<file path="config.mk">
export PLATFORM = sky130hd
export DESIGN_NAME = ahbl_to_apb
export DESIGN_NICKNAME = d
export VERILOG_FILES = /design/src/rtl/ahbl_to_apb.sv
export SDC_FILE = /design/constraint.sdc
export NUM_CORES = 1
export LEC_CHECK = 0
export CORE_AREA = 2 2 78 80
export CTS_CLUSTER_DIAMETER = 100
export DETAILED_ROUTE_END_ITERATION = 12
export DIE_AREA = 0 0 80 82
export DONT_BUFFER_PORTS = 1
export PLACE_DENSITY_LB_ADDON = 0.12
export SLEW_MARGIN = 5
export SYNTH_ARGS = -nofsm -noshare
export SYNTH_HDL_FRONTEND = slang
export SYNTH_SLANG_ARGS = --single-unit
</file>
<file path="constraint.sdc">
create_clock -name clk -period 4.7 [get_ports clk]
set_clock_uncertainty 0.2 [all_clocks]
set_input_delay 1.175 -clock clk [delete_from_list [all_inputs] [get_ports clk]]
set_output_delay 1.175 -clock clk [all_outputs]
set_load 0.01 [all_outputs]
</file>
<file path="src/rtl/ahbl_to_apb.sv">
// AHB-Lite slave to APB master bridge.
// One APB transfer per accepted AHB address phase; pslverr is returned as a
// two-cycle AHB error response. Optional build macro AHBL_TO_APB_SIZE_CHECK_EN
// rejects transfers whose hsize is not the full data-bus width.
module ahbl_to_apb #(
  parameter int W_HADDR = 32,
  parameter int W_PADDR = 16,
  parameter int W_DATA  = 32
) (
  input  logic               clk,
  input  logic               rst_n,

  input  logic               ahbls_hready,
  output logic               ahbls_hready_resp,
  output logic               ahbls_hresp,
  input  logic [W_HADDR-1:0] ahbls_haddr,
  input  logic               ahbls_hwrite,
  input  logic [1:0]         ahbls_htrans,
  input  logic [2:0]         ahbls_hsize,
  input  logic [2:0]         ahbls_hburst,
  input  logic [3:0]         ahbls_hprot,
  input  logic               ahbls_hmastlock,
  input  logic [W_DATA-1:0]  ahbls_hwdata,
  output logic [W_DATA-1:0]  ahbls_hrdata,

  output logic [W_PADDR-1:0] apbm_paddr,
  output logic               apbm_psel,
  output logic               apbm_penable,
  output logic               apbm_pwrite,
  output logic [W_DATA-1:0]  apbm_pwdata,
  input  logic [W_DATA-1:0]  apbm_prdata,
  input  logic               apbm_pready,
  input  logic               apbm_pslverr
);

  typedef enum logic [2:0] {
    IDLE,
    SETUP,
    ACCESS,
    DONE,
    ERR1,
    ERR2
  } state_t;

  state_t              state_q, state_d;
  logic [W_PADDR-1:0]  paddr_q, paddr_d;
  logic                pwrite_q, pwrite_d;
  logic [W_DATA-1:0]   hrdata_q, hrdata_d;

  logic                accept;
  logic                size_bad;

  // Burst, protection and lock attributes carry no meaning for APB.
  logic                unused_attr;
  assign unused_attr = ^{ahbls_hburst, ahbls_hprot, ahbls_hmastlock,
                         ahbls_haddr, ahbls_hsize};

  assign accept = ahbls_hready && ahbls_htrans[1];

`ifdef AHBL_TO_APB_SIZE_CHECK_EN
  localparam logic [2:0] SIZE_NATIVE = 3'($clog2(W_DATA / 8));
  assign size_bad = (ahbls_hsize != SIZE_NATIVE);
`else
  assign size_bad = 1'b0;
`endif

  // Write data passes straight through; the AHB data phase holds it stable.
  assign apbm_pwdata  = ahbls_hwdata;
  assign apbm_paddr   = paddr_q;
  assign apbm_pwrite  = pwrite_q;
  assign ahbls_hrdata = hrdata_q;

  // State, captured address phase and read data registers.
  always_ff @(posedge clk) begin
    if (!rst_n) begin
      state_q  <= IDLE;
      paddr_q  <= '0;
      pwrite_q <= 1'b0;
      hrdata_q <= '0;
    end else begin
      state_q  <= state_d;
      paddr_q  <= paddr_d;
      pwrite_q <= pwrite_d;
      hrdata_q <= hrdata_d;
    end
  end

  // Next-state logic and address/read-data capture.
  always_comb begin
    state_d  = state_q;
    paddr_d  = paddr_q;
    pwrite_d = pwrite_q;
    hrdata_d = hrdata_q;
    case (state_q)
      IDLE, DONE: begin
        if (accept) begin
          paddr_d  = ahbls_haddr[W_PADDR-1:0];
          pwrite_d = ahbls_hwrite;
          state_d  = size_bad ? ERR1 : SETUP;
        end else begin
          state_d  = IDLE;
        end
      end
      SETUP: state_d = ACCESS;
      ACCESS: begin
        if (apbm_pready) begin
          if (apbm_pslverr) begin
            state_d = ERR1;
          end else begin
            state_d = DONE;
            if (!pwrite_q) hrdata_d = apbm_prdata;
          end
        end
      end
      ERR1: state_d = ERR2;
      // A master cancels its next transfer after an error, so ignore it.
      ERR2: state_d = IDLE;
      default: state_d = IDLE;
    endcase
  end

  // Bus handshake outputs decoded from the current state.
  always_comb begin
    apbm_psel         = 1'b0;
    apbm_penable      = 1'b0;
    ahbls_hready_resp = 1'b1;
    ahbls_hresp       = 1'b0;
    case (state_q)
      SETUP: begin
        apbm_psel         = 1'b1;
        ahbls_hready_resp = 1'b0;
      end
      ACCESS: begin
        apbm_psel         = 1'b1;
        apbm_penable      = 1'b1;
        ahbls_hready_resp = 1'b0;
      end
      ERR1: begin
        ahbls_hready_resp = 1'b0;
        ahbls_hresp       = 1'b1;
      end
      ERR2: begin
        ahbls_hresp       = 1'b1;
      end
      default: ;
    endcase
  end

endmodule

</file>
After elaboration in Yosys (flattened, before gate mapping) --
Index checks and enable logic that the tools add are counted.
Operators by class: equal/unequal tests 6, divide/modulo/power cells 0, $mul 0, shift operators 0, add/subtract/negate cells 0, reductions and logical operators 8, bitwise gates (word level) 2, order comparisons 0, mux-type cells 8
Operators with widths (count):
- $pmux W3 S4 | 1
- $eq A3 B2 Y1 const B | 2
- $eq A3 B3 Y1 const B | 2
- $mux W3 | 2
- $reduce_or A2 Y1 | 3
- $mux W1 | 5
- $reduce_and A4 Y1 | 1
- $eq A3 B1 Y1 const B | 1
- $logic_not A3 Y1 | 1
- $reduce_or A3 Y1 | 1
- $ne A2 B2 Y1 const B | 1
- $not A1 Y1 | 2
- $reduce_and A2 Y1 | 1
- $logic_and A1 B1 Y1 | 1
Storage, ports and cells: ROM bits 0, flip-flop bits (word level) 52, word-level logic and storage cells 28, input bits 115, bits in writable memories 0, latch bits 0, memories kept 0

Longest topological paths before layout --
Gate-level depths: netlist (run 1).
depth in word-level cells 3, depth in mapped cells 6, depth with buffers taken out 3

Worst setup path after synthesis (run 1) --
OpenSTA, ideal clock, no wires.
kind in2out, start point input ahbls_hwdata[0], end point output apbm_pwdata[0], setup slack 2.031 ns, arrival 1.294 ns, cell stages on the path 1, required time 3.325 ns, buffers on the path 1, cell sequence buf_4
RTL lines:
- start, declared | RTL line 23 | input logic [W_DATA-1:0] ahbls_hwdata,
- end, declared | RTL line 30 | output logic [W_DATA-1:0] apbm_pwdata,
No word-level cell between the ends.

Final worst setup path (run 1) --
start point register state_q[1], end point output ahbls_hready_resp
On the way: cells in the longest elaborated chain, start to end 3, elaborated cells between the ends (all ways) 5, those cells by class eq/ne (3); mux (1); reduce/logical (1)
Ends and longest elaborated chain:
- start, declared | RTL line 45 | state_t state_q, state_d;
- start signal, assigned | RTL line 81 | state_q <= state_d;
- $eq A3 B2 Y1, or another cell as far along | RTL line 128 | case (state_q)
- $reduce_or A3 Y1 (no line) (*)
- $mux W1 (*) | RTL line 128
- end, declared | RTL line 14 | output logic ahbls_hready_resp,
Every way passes the cells marked *; elsewhere a longest branch is shown, timed or not.

==> flow_metrics.tcl, run 1 <==
set metrics [dict create \
    area_delta_synth_final_pct -4.34 \
    cp_slowest_cell "dfxtp_1" \
    die_y_um 82 \
    p_leak_nw 0.824 \
    post-cts-setup-buffer-count 0 \
    slew_viol_final 0 \
    maxCapViolations 0 \
    numPortBuffers 0 \
    endpoint_kind "output port" \
    gp_congestion 0.633 \
    rsz0062_at_grt "false" \
    start_kind "flip-flop" \
    wirelength_um 4360 \
    fin_crit_sh_pct 56.8 \
    ys_seq_area_share_pct 43.5 \
    grt_pass1_wl_um 6420 \
    place_hpwl_um 3000 \
    hold_buffers 0 \
    core_area_mm2 0.00575 \
    final_core_util_pct 39.8 \
    peakVddDrop_v 0.000162 \
    syn_nets 386 \
    fin_nets 346 \
    setup_slack_ps 2030 \
    routedWlPerCell_um 14.2 \
    layout_commonest_cell "nand2_1" \
    fin_setup_tns_ps 0 \
    firstDrtPassIters 2 \
    post-place-ws_ps 2130 \
    worstMarginPinSlew_ps 945 \
    root_buffer "clkbuf_8" \
    hp-class "flip-flop to flip-flop" \
    synthesis.area_mm2 0.00239 \
    fmax_mhz 374 \
    insertion_delay_ps 300 \
    syn-instance-count 271 \
    grt_max_degree 101 \
    cp.arrival_ps 1300 \
    cpLargestDelayFamily "flip-flops" \
    fin_crit_ps 2670 \
    grt-ovfl-total 0 \
    drive_above_1_share_pct 5.17 \
    outcome "complete, no violations" \
    avgSynthCellArea_um2 8.82 \
    start_util_pct 41.6 \
    cts_resized 0 \
    drt_iter0_markers 49 \
    grt_pass1_vias 1402 \
    place_inst 299 \
    numCtsBuffers 5 \
    antenna_found_initial 0 \
    max_slew_margin_pct 37.0 \
    hold_viol 0 \
    p_per_area_mw_per_mm2 374 \
    crit_fanout 6 \
    clk_transition_reported_paths_ps 90 \
    cts_tree "yes" \
    vias_per_cell 4.90 \
    finalSetupViolations 0 \
    h-tree-depth 2 \
    clockBufferDepth 2 \
    slowest_delay_ps 430 \
    ant_nets 0 \
    num_vias 1503 \
    final_cell_mix "99 x nand2_1, 52 x dfxtp_1, 49 x mux2i_1" \
    die_x_um 80 \
    ioPinCount 200 \
    clock_sinks 52 \
    synth_seq_cells 52 \
    worst-setup-path-type "flip-flop to output port" \
    synth_warnings 0 \
    path_cells "xnor2_1 > nor2_1 > a21oi_1" \
    grt_use_total_pct 12.6 \
    ys_types 22 \
    die_area_mm2 0.00656 \
    drc 0 \
    crit_buf_inv 0 \
    num_antenna_cells 0 \
    critPathRequiredTime_ps 3320 \
    instances_no_fill 307 \
    fp-row-count 28 \
]
[sequential cells by signal (all words and copies together) (netlist names)]
name / flops
state_q: 3
apbm_paddr: 16
ahbls_hrdata: 32
apbm_pwrite: 1
[report_power, final]
| group | switching (mW) | internal, mW | leakage, nW |
|---|---|---|---|
| logic | 0.0277 | 0.0253 | 0.338 |
| registers | 0.0179 | 0.455 | 0.421 |
| clock network | 0.142 | 0.188 | 0.0645 |
[Yosys cell counts (all sizes together)]
cell	number	area (um^2)
nor4	1	21.3
nor3	1	5.00
nor2	3	11.3
buf	38	298
dfxtp	52	1040
xnor2	1	8.76
mux2i	49	490
a31oi	1	6.26
nor2b	3	18.8
nand2	99	372
a21oi	3	15.0
o21ai	1	5.00
nand4	1	6.26
nand2b	2	12.5
clkbuf	11	41.3
o211a	1	10.0
inv	1	3.75
or3	1	6.26
o21ba	1	10.0
and4	1	8.76
[path summary, 6_finish.rpt]
| kind | startpoint | to | slack, ps | cells after the start |
|---|---|---|---|---|
| worst min register to register | apbm_paddr[6] | apbm_paddr[6] | 310 | 2 |
| worst max-delay path | state_q[1] | ahbls_hready_resp | 2030 | 3 |
| worst max register to register | state_q[1] | apbm_paddr[8] | 2670 | 3 |
| worst min-delay path | apbm_paddr[6] | apbm_paddr[6] | 310 | 2 |
[cells by family after synthesis]
logic type / after synthesis / synth area share (%)
buffers and inverters: 50 / 14.3
flip-flops: 52 / 43.5
AO/OA/AOI/OAI: 7 / 1.94
AND/OR/NAND/NOR: 112 / 19.3
XOR/XNOR: 1 / 0.366
multiplexers: 49 / 20.5
[area by class of cell]
| class | instances | area (um^2) |
|---|---|---|
| Clock inverter | 1 | 30.0 |
| Clock buffer | 7 | 96.3 |
| Inverter | 1 | 3.75 |
| Sequential cell | 52 | 1040 |
| Tap cell | 75 | 93.8 |
| Fill cell | 619 | 3460 |
| Timing Repair Buffer | 2 | 15.0 |
| Multi-Input combinational cell | 169 | 1010 |
[metrics by stage]
step | area [um^2] | power (mW) | hold WS (ps)
2_1_floorplan | 2390 | 0.569 | 279
3_3_place_gp | 2160 | 0.537 | 291
3_5_place_dp | 2160 | 0.538 | 296
4_1_cts | 2290 | 0.871 | 311
5_1_grt | 2290 | 0.896 | 321
6_report | 2290 | 0.856 | 308
[routing by layer]
layer	GRT usage, %	vias to the layer above	part of all wire [%]	routed length [um]
li1	-	754	-	-
met1	13.3	663	39	1720
met3	7.03	14	13	573
met5	0	-	0	0
met4	5.59	0	1.9	84
met2	20.7	72	46	1990
[worst min-delay path: stages, from the launching register on]
cell and delay, ps:
dfxtp_1 350, nand2_1 60, mux2i_1 50
Power figures use the tool's default switching activity.
==> inputs of run 2 (changes only) <==
==> constraint.sdc (replaced) <==
create_clock -name clk -period 2.7 [get_ports clk]
set_clock_uncertainty 0.2 [all_clocks]
set_input_delay 0.675 -clock clk [delete_from_list [all_inputs] [get_ports clk]]
set_output_delay 0.675 -clock clk [all_outputs]
set_load 0.01 [all_outputs]
==> flow_metrics.tcl, run 2 (synthesis results as in run 1) <==
set metrics [dict create \
    routedWlPerCell_um 14.3 \
    crit_fanout 6 \
    ioPinCount 200 \
    clock_sinks 52 \
    place_hpwl_um 3000 \
    hold_viol 0 \
    r2r-end "ahbls_hrdata[28]" \
    firstDrtPassIters 4 \
    cpLargestDelayFamily "flip-flops" \
    wirelength_um 4410 \
    drc 0 \
    slowest_delay_ps 440 \
    grt_pass1_wl_um 6480 \
    rr_startpoint "state_q[0]" \
    die_y_um 82 \
    insertion_delay_ps 290 \
    cts_tree "yes" \
    path_cells "xnor2_1 > nor2_1 > a21oi_1" \
    final_core_util_pct 39.6 \
    core_area_mm2 0.00575 \
    start_kind "flip-flop" \
    min_to "ahbls_hrdata[0]" \
    worst-setup-path-type "flip-flop to output port" \
    p_per_area_mw_per_mm2 632 \
    hp-class "primary input to flip-flop" \
    worstMarginPinSlew_ps 355 \
    die_area_mm2 0.00656 \
    endpoint_kind "output port" \
    num_vias 1511 \
    root_buffer "clkbuf_8" \
    grt_use_total_pct 12.6 \
    numCtsBuffers 5 \
    cts_resized 0 \
    cp.arrival_ps 1290 \
    maxCapViolations 0 \
    grt-ovfl-total 0 \
    r2r_slack_ps 950 \
    cp-startpoint "state_q[1]" \
    num_antenna_cells 0 \
    p_leak_nw 0.819 \
    numPortBuffers 0 \
    holdPathStages 2 \
    fin_setup_tns_ps 0 \
    grt_pass1_vias 1401 \
    h-tree-depth 2 \
    drive_above_1_share_pct 5.15 \
    fin_nets 347 \
    ant_nets 0 \
    clockBufferDepth 2 \
    cp_slowest_cell "dfxtp_1" \
    start_util_pct 41.6 \
    post-cts-setup-buffer-count 0 \
    fp-row-count 28 \
    drt_iter0_markers 23 \
    fin_crit_sh_pct 80.4 \
    hold_buffers 0 \
    layout_commonest_cell "nand2_1" \
    peakVddDrop_v 0.000268 \
    max_slew_margin_pct 76.3 \
    finalSetupViolations 0 \
    die_x_um 80 \
    grt_max_degree 101 \
    rsz0062_at_grt "false" \
    crit_buf_inv 0 \
    critPathRequiredTime_ps 1820 \
    slew_viol_final 0 \
    antenna_found_initial 0 \
    rr_worst_depth 4 \
    fin_crit_ps 2170 \
    vias_per_cell 4.91 \
    final_cell_mix "99 x nand2_1, 52 x dfxtp_1, 49 x mux2i_1" \
    largest_reg_flops 32 \
    worstHoldStart "apbm_prdata[0]" \
    clk_transition_reported_paths_ps 90 \
    fmax_mhz 461 \
    outcome "complete, no violations" \
    gp_congestion 0.724 \
    area_delta_synth_final_pct -4.81 \
]
-- run 2: cell count changes in the layout (fill, tap and decap cells not counted) --
cell | previous run | this run
clkinv_2 | 0 | 1
clkbuf_8 | 7 | 5
buf_4 | 2 | 3
clkbuf_1 | 0 | 1
-- run 2: layout make-up --
class                           count  area, um^2
Clock buffer                        6        72.6
Clock inverter                      2        35.0
Fill cell                         604        3470
Inverter                            1        3.75
Multi-Input combinational cell    169        1010
Sequential cell                    52        1040
Tap cell                           75        93.8
Timing Repair Buffer                3        22.5
-- run 2: how the worst max path moves through the flow --
stage,end,slack (ps),cells past startpoint
6_report,ahbls_hready_resp,530,3
3_3_place_gp,ahbls_hrdata[22],850,3
5_1_grt,ahbls_hready_resp,400,3
3_5_place_dp,ahbls_hready_resp,850,3
4_1_cts,ahbls_hready_resp,510,3
2_1_floorplan,state_q[2],920,4
-- run 2: metal layers --
metal | share of wire, % | routed length, um | GRT usage [%]
met1 | 41 | 1830 | 14.3
met2 | 44 | 1950 | 19.7
met3 | 13 | 554 | 6.48
met4 | 1.8 | 79 | 6.10
met5 | 0 | 0 | 0
-- run 2: power by group --
| group | internal [mW] | total [mW] | switching [mW] |
|---|---|---|---|
| registers | 0.792 | 0.824 | 0.0317 |
| clock network | 0.275 | 0.522 | 0.246 |
| logic | 0.0447 | 0.0930 | 0.0484 |
| total | 1.11 | 1.44 | 0.327 |
-- run 2: stage by stage --
stage                     cells  setup slack [ps]  hold slack [ps]  area [um^2]  power (mW)
after floorplan             271               921              279         2390       0.990
after global placement      300               854              290         2170       0.935
after detailed placement    300               854              295         2170       0.937
after CTS                   308               513              288         2280        1.47
after global routing        308               405              285         2280        1.51
final                       308               530              301         2280        1.44
==> inputs of run 3 (changes only) <==
==> constraint.sdc (replaced) <==
create_clock -name clk -period 2.1 [get_ports clk]
set_clock_uncertainty 0.2 [all_clocks]
set_input_delay 0.525 -clock clk [delete_from_list [all_inputs] [get_ports clk]]
set_output_delay 0.525 -clock clk [all_outputs]
set_load 0.01 [all_outputs]
==> flow_metrics.tcl, run 3 (synthesis results as in run 1) <==
set metrics [dict create \
    fin_setup_tns_ps 0 \
    multi_input_area_mm2 0.00101 \
    cp_slowest_cell "dfxtp_1" \
    rr_worst_depth 4 \
    drt_iter0_markers 39 \
    rr_startpoint "state_q[0]" \
    numCtsBuffers 5 \
    start_util_pct 41.6 \
    fp-row-count 28 \
    peakVddDrop_v 0.000444 \
    hold_viol 0 \
    crit_cells 3 \
    worstMarginPinSlew_ps 362 \
    numPortBuffers 0 \
    grt_pass1_vias 1417 \
    gp_congestion 0.725 \
    post-place-ws_ps 340 \
    p_per_area_mw_per_mm2 814 \
    fmax_mhz 512 \
    p_leak_nw 0.819 \
    hold_buffers 0 \
    worst-setup-path-type "flip-flop to output port" \
    fin_crit_sh_pct 93.1 \
    antenna_found_initial 0 \
    holdPathStages 2 \
    rsz0062_at_grt "false" \
    start_kind "flip-flop" \
    maxCapViolations 0 \
    critPathRequiredTime_ps 1370 \
    cts_tree "yes" \
    cp.arrival_ps 1230 \
    slowest_delay_ps 360 \
    clk_transition_reported_paths_ps 90 \
    clockBufferDepth 2 \
    num_vias 1481 \
    r2r-end "ahbls_hrdata[13]" \
    final_cell_mix "99 x nand2_1, 52 x dfxtp_1, 49 x mux2i_1" \
    place_inst 300 \
    fin_crit_ps 1960 \
    crit_buf_inv 0 \
    root_buffer "clkbuf_8" \
    place_hpwl_um 2930 \
    crit_fanout 6 \
    nFillCells 599 \
    grt_use_total_pct 12.4 \
    layout_commonest_cell "nand2_1" \
    cpLargestDelayFamily "flip-flops" \
    drive_above_1_share_pct 6.01 \
    die_y_um 82 \
    grt-ovfl-total 0 \
    clock_sinks 52 \
    max_slew_margin_pct 75.8 \
    largest_reg_flops 32 \
    die_x_um 80 \
    register_area_mm2 0.00104 \
    area_delta_synth_final_pct -4.50 \
    vias_per_cell 4.81 \
    path_cells "xnor2_1 > nor2_1 > a21oi_2" \
    routedWlPerCell_um 13.9 \
    ioPinCount 200 \
    firstDrtPassIters 4 \
    ant_nets 0 \
    grt_max_degree 101 \
    grt_pass1_wl_um 6350 \
    instances_no_fill 308 \
    insertion_delay_ps 300 \
    wirelength_um 4280 \
    h-tree-depth 2 \
    num_antenna_cells 0 \
    fin_nets 347 \
    r2r_slack_ps 340 \
    outcome "complete, no violations" \
    drc 0 \
    min_to "ahbls_hrdata[23]" \
    die_area_mm2 0.00656 \
    finalSetupViolations 0 \
    endpoint_kind "output port" \
    worstHoldStart "apbm_prdata[23]" \
    slew_viol_final 0 \
    setup_slack_ps 145 \
    core_area_mm2 0.00575 \
    hp-class "primary input to flip-flop" \
]
[run 3: cell types whose count changed in the layout (fill, tap and decap cells not counted)]
cell and change:
a21oi_2 +1, a21oi_1 -1, clkbuf_1 -1, clkinvlp_4 +1
[run 3: worst max-delay path by stage]
stage	startpoint	to
after floorplan	rst_n	state_q[2]
after global placement	state_q[0]	ahbls_hrdata[22]
after detailed placement	state_q[0]	ahbls_hrdata[13]
after CTS	state_q[0]	ahbls_hready_resp
after global routing	state_q[0]	ahbls_hready_resp
final	state_q[0]	ahbls_hready_resp
[run 3: through the flow]
stage	hold WS [ps]	instance area (um^2)	power, mW	utilization (%)
2_1_floorplan	279	2390	1.27	-
3_3_place_gp	290	2170	1.20	37.7
3_5_place_dp	294	2170	1.20	37.7
4_1_cts	135	2280	1.90	39.7
5_1_grt	132	2280	1.96	39.7
6_report	152	2280	1.86	39.7
[run 3: power by group]
group          internal (mW)  switching (mW)
combinational         0.0581          0.0631
sequential              1.02          0.0393
clock                  0.353           0.326
total                   1.43           0.429
[run 3: cell type report]
| class | count | area share (%) |
|---|---|---|
| repair buffers | 3 | 0.986 |
| clock buffers | 5 | 3.01 |
| flip-flops and latches | 52 | 45.6 |
| clock inverters | 3 | 1.86 |
| multi-input cells | 169 | 44.3 |
| well taps | 75 | 4.11 |
| inverters | 1 | 0.164 |
[run 3: timing repair]
| action | CTS | global route |
|---|---|---|
| setup endpoints to repair | 0 | 1 |
| resized for setup | 0 | 1 |
| buffers inserted | 0 | 0 |
[run 3: worst reg2reg max path, cell delays in order, from the launching register on]
cell and delay (ps):
dfxtp_1 360, nand2b_1 230, nor4_4 260, buf_4 380, mux2i_1 260
[run 3: routing by layer]
| metal | vias up | wire length (um) | GRT usage [%] |
|---|---|---|---|
| met3 | 13 | 529 | 7.14 |
| met5 | - | 0 | 0 |
| met1 | 645 | 1780 | 13.7 |
| met2 | 69 | 1890 | 19.3 |
| li1 | 754 | - | - |
| met4 | 0 | 84 | 5.59 |
